==> src/rtl/rr_mux_arbiter_4.sv <==
// rr_mux_arbiter_4: four-input arbiter driving a 4:1 data mux and
// a single-entry registered output stage with valid/ready.
//
// Ports:
//   clk, rst          - clock, synchronous active-high reset
//   in_valid/in_ready - per-requester handshake, bit i <-> d<i>
//   d0..d3            - requester data words (WIDTH bits)
//   sel               - combinational grant index (0 when idle)
//   out_valid/ready   - consumer handshake for the output register
//   out_data/out_src  - registered word and the index that supplied it
//
// Config macro RR_MUX_ARBITER_ROUND_ROBIN_EN: defined selects
// round-robin search from ptr+1; undefined selects fixed priority
// with index 0 highest.
module rr_mux_arbiter_4 #(
    parameter int WIDTH = 4
) (
    input  logic             clk,
    input  logic             rst,
    input  logic [3:0]       in_valid,
    output logic [3:0]       in_ready,
    input  logic [WIDTH-1:0] d0,
    input  logic [WIDTH-1:0] d1,
    input  logic [WIDTH-1:0] d2,
    input  logic [WIDTH-1:0] d3,
    output logic [1:0]       sel,
    output logic             out_valid,
    input  logic             out_ready,
    output logic [WIDTH-1:0] out_data,
    output logic [1:0]       out_src
);

    logic [1:0]       ptr_q, ptr_d;
    logic             out_valid_q, out_valid_d;
    logic [WIDTH-1:0] out_data_q, out_data_d;
    logic [1:0]       out_src_q, out_src_d;

    logic [1:0]       start;
    logic [1:0]       idx;
    logic             gnt_vld;
    logic [1:0]       gnt_idx;
    logic             accept;
    logic             xfer;
    logic [WIDTH-1:0] sel_data;

`ifdef RR_MUX_ARBITER_ROUND_ROBIN_EN
    assign start = ptr_q + 2'd1;
`else
    // ptr still tracks the last grant but never steers the search.
    logic unused_ptr;
    assign unused_ptr = ^ptr_q;
    assign start      = 2'd0;
`endif

    // Walk the search order backwards so the earliest hit is
    // the last one written and therefore wins.
    always_comb begin
        gnt_vld = 1'b0;
        gnt_idx = 2'd0;
        idx     = 2'd0;
        for (int k = 3; k >= 0; k--) begin
            idx = start + 2'(k);
            if (in_valid[idx]) begin
                gnt_vld = 1'b1;
                gnt_idx = idx;
            end
        end
    end

    assign accept   = !out_valid_q || out_ready;
    assign xfer     = accept && gnt_vld;
    assign in_ready = xfer ? (4'b0001 << gnt_idx) : 4'b0000;
    assign sel      = gnt_idx;

    always_comb begin
        sel_data = d0;
        unique case (gnt_idx)
            2'd0: sel_data = d0;
            2'd1: sel_data = d1;
            2'd2: sel_data = d2;
            2'd3: sel_data = d3;
        endcase
    end

    // A load takes precedence over a drain, so a word drained in
    // the same cycle is replaced without a bubble.
    always_comb begin
        ptr_d       = ptr_q;
        out_valid_d = out_valid_q;
        out_data_d  = out_data_q;
        out_src_d   = out_src_q;
        if (xfer) begin
            ptr_d       = gnt_idx;
            out_valid_d = 1'b1;
            out_data_d  = sel_data;
            out_src_d   = gnt_idx;
        end else if (out_valid_q && out_ready) begin
            out_valid_d = 1'b0;
        end
    end

    always_ff @(posedge clk) begin
        if (rst) begin
            ptr_q       <= 2'd3;
            out_valid_q <= 1'b0;
            out_data_q  <= '0;
            out_src_q   <= 2'd0;
        end else begin
            ptr_q       <= ptr_d;
            out_valid_q <= out_valid_d;
            out_data_q  <= out_data_d;
            out_src_q   <= out_src_d;
        end
    end

    assign out_valid = out_valid_q;
    assign out_data  = out_data_q;
    assign out_src   = out_src_q;

endmodule

==> config.mk <==
export PLATFORM = sky130hd
export DESIGN_NAME = rr_mux_arbiter_4
export DESIGN_NICKNAME = d
export VERILOG_FILES = /design/src/rtl/rr_mux_arbiter_4.sv
export SDC_FILE = /design/constraint.sdc
export NUM_CORES = 1
export LEC_CHECK = 0
export CAP_MARGIN = 5
export CORE_MARGIN = 10
export CORE_UTILIZATION = 34
export CTS_CLUSTER_DIAMETER = 60
export DETAILED_ROUTE_END_ITERATION = 10
export MAX_ROUTING_LAYER = met4
export PLACE_DENSITY = 0.76
export SLEW_MARGIN = 20
export SYNTH_ARGS = -nofsm -noshare
export SYNTH_HDL_FRONTEND = slang
export SYNTH_SLANG_ARGS = --single-unit
export TNS_END_PERCENT = 1
==> constraint.sdc <==
create_clock -name clk -period 1.8 [get_ports clk]
set_clock_uncertainty 0.1 [all_clocks]
set_input_delay 0.54 -clock clk [delete_from_list [all_inputs] [get_ports clk]]
set_output_delay 0.54 -clock clk [all_outputs]
set_load 0.005 [all_outputs]
==> impl_metrics.py <==
metrics = {
    "run_status": {
        "run_status": "finished, violations left",
        "violations": "setup timing",
    },
    "placed_design": {
        "port_buffers": 35,
        "placedCellCount": 128,
        "gp_congestion": 0.819,
        "dpl.hpwl_um": 1690,
    },
    "clocking": {
        "h-tree-depth": 1,
        "clock_path_buffers": 2,
        "numCtsBuffers": 3,
        "cts_num_sinks": 7,
        "clk_pin_slew_ns": 0.05,
        "cts_tree": "done",
        "ctsHoldBuffers": 0,
        "root_buffer": "clkbuf_4",
        "clk_latency_ns": 0.26,
    },
    "die": {
        "core_mm2": 0.00149,
        "start_util": 0.355,
        "chipWidth_um": 59.5,
        "rows": 14,
        "die_area_mm2": 0.00353,
        "io_pins": 36,
        "die_h_um": 59.5,
    },
    "timing": {
        "tns_ns": -0.00391,
        "fmax_mhz": 554,
        "rsz0062_at_grt": "true",
        "layout_min_cycle_time_ns": 1.80,
        "slew_viol_final": 0,
        "whs_ns": 0.375,
        "fin_crit_sh": 1.00,
        "worst_slew_pin_slew_ns": 0.261,
        "setup_viol": 1,
        "slew_headroom": 0.824,
        "fin_ws_ns": -0.00391,
        "finalHoldViolations": 0,
    },
    "job": {
        "cap_violations": 0,
    },
    "synthesis": {
        "synthTopCellsByArea": "dfxtp_1 (26%), a21oi_1 (9.5%), nand3b_1 (7.1%)",
        "ys_types": 20,
        "syn_nets": 91,
        "synth_seq_cells": 7,
        "synth_top_family_by_area": "simple AND/OR/NAND/NOR gates",
        "yosysTopAreaCell": "dfxtp_1",
        "yosys.area_share.adder": 0,
        "synth_compound_area_frac": 0.312,
        "synth-edff-count": 0,
        "synth_xor_area_frac": 0,
        "synthCells": 68,
        "synth.most_common_cell": "a21oi_1",
        "seq_area_frac_synth": 0.265,
        "avgSynthCellArea_um2": 7.78,
        "synth-async-reset-ratio": 0,
        "synth_common_cells": "a21oi_1 (10), dfxtp_1 (7), nor2_1 (7)",
        "synthMuxAreaShare": 0,
        "synth_top_area_frac": 0.265,
        "yosys.area_share.simple": 0.359,
        "dominantRegCellSynth": "dfxtp_1",
        "synth_area_um2": 529,
        "synth_warnings": 0,
    },
    "critical_path": {
        "crit_type": "in2out",
        "crit_chain": "buf_6, nand2b_4, buf_6, and3_4, buf_6",
        "crit_path_top_delay_cell": "and3_4",
        "cp_max_fo": 3,
        "start_kind": "primary input",
        "cp.required_ns": 1.16,
        "arrival_ns": 1.16,
        "slowest_delay_ns": 0.16,
        "cp-end-kind": "output port",
        "path_common_cell": "buf_6",
    },
    "drt": {
        "drtPass1Iterations": 4,
        "ant_nets": 0,
        "via_count": 714,
        "vias_per_cell": 5.29,
        "wire_per_inst_um": 14.9,
        "routed_wl_um": 2010,
        "drc": 0,
        "drt_iter0_drc": 7,
    },
    "worst_hold_path": {
        "hold_path_class": "reg2reg",
    },
    "power_and_ir_drop": {
        "pwr_density_cell_mw_per_mm2": 500,
        "leakagePower_nw": 0.439,
        "irDropWorstVdd_v": 0.000197,
    },
    "final_layout": {
        "layout-drive-gt1-share": 0.328,
        "finish.net_count": 143,
        "final_cell_count_no_fill": 135,
        "antenna_cells": 0,
        "fillers": 125,
        "area_delta_synth_final_pct": 95.7,
    },
    "global_routing": {
        "grt_usage": 0.123,
        "grt_overflow": 0,
        "grt_pass1_vias": 716,
        "antenna_found_initial": 0,
        "grt_max_degree": 11,
        "grt_pass1_wl_um": 3370,
    },
}
[kinds of logic after synthesis]
family / count (synthesis)
buffers and inverters: 6
AO/OA/AOI/OAI: 26
flip-flops: 7
AND/OR/NAND/NOR: 29
[sequential cells by signal, indices dropped and copies added, names as in the netlist]
signal and flops:
out_data 4, out_src 2, out_valid 1
[critical path: cells and delay by family]
family | cells | cell delay, ns
buf+inv | 3 | 0.32
simple gates | 2 | 0.31
[metal layers]
layer | GRT usage | wire length (µm) | vias to the layer above
met4 | 0.0689 | 38 | 0
met3 | 0.0300 | 156 | 5
met5 | - | 0 | -
li1 | - | - | 361
met2 | 0.204 | 1020 | 28
met1 | 0.128 | 795 | 320
[power breakdown]
part	total (mW)	switching (mW)	internal, mW
Clock	0.148	0.0628	0.0849
Sequential	0.175	0.00695	0.168
Combinational	0.195	0.0723	0.123
Total	0.518	0.142	0.376
[through the flow]
| step | instance area (µm²) | total power, mW | util | worst slack, ns |
|---|---|---|---|---|
| floorplan | 529 | 0.242 | - | 0.0999 |
| global placement | 975 | 0.361 | 0.655 | -0.788 |
| detailed placement | 975 | 0.365 | 0.655 | -0.856 |
| CTS | 1020 | 0.517 | 0.688 | -0.00149 |
| global route | 1040 | 0.543 | 0.696 | -0.0250 |
| finish | 1040 | 0.518 | 0.696 | -0.00391 |
[layout make-up]
type	count	area (µm²)	share of cell area
multi-input combinational	55	388	0.374
sequential	7	141	0.136
inverter	1	3.75	0.00362
timing repair buffer	52	457	0.441
clock buffer	4	26.3	0.0254
tap	16	20.0	0.0193
[timing repair]
| action | in CTS | in global routing |
|---|---|---|
| pin swaps | 3 | 0 |
| buffers inserted | 3 | 0 |
| setup endpoints to repair | 11 | 4 |
| gates resized for setup | 50 | 6 |
[final timing paths]
path | start | end | slack [ns] | cells after the start
worst max-delay path | out_ready | in_ready[2] | -0.004 | 5
worst min-delay path | out_src[0] | out_src[0] | 0.38 | 2
worst max register to register | out_valid | out_data[2] | 0.57 | 6
worst min register to register | out_src[0] | out_src[0] | 0.38 | 2
[placed cells by master, fill, tap and decap left out]
master	synthesis	routed
inv_2	0	1
buf_6	1	3
o21ai_0	6	6
clkbuf_2	0	1
clkbuf_1	1	1
nor2_1	7	5
and3_1	3	2
nor2_2	0	1
clkdlybuf4s15_1	0	2
dfxtp_2	0	1
nor3_1	1	1
a31oi_1	1	1
nor2_4	0	1
buf_2	3	3
o2111ai_1	1	1
nand2b_4	0	1
nor2b_1	6	4
and3b_1	4	4
o2bb2ai_1	4	4
nor2b_2	0	1
a21oi_1	10	10
nor2b_4	0	1
clkbuf_4	0	3
buf_4	0	19
and3_4	0	1
a311oi_1	4	4
dfxtp_1	7	6
or4_4	1	1
clkdlybuf4s50_1	0	24
nor4_2	1	1
nand3b_1	5	5
No activity file was read; power rests on OpenSTA's default activity.
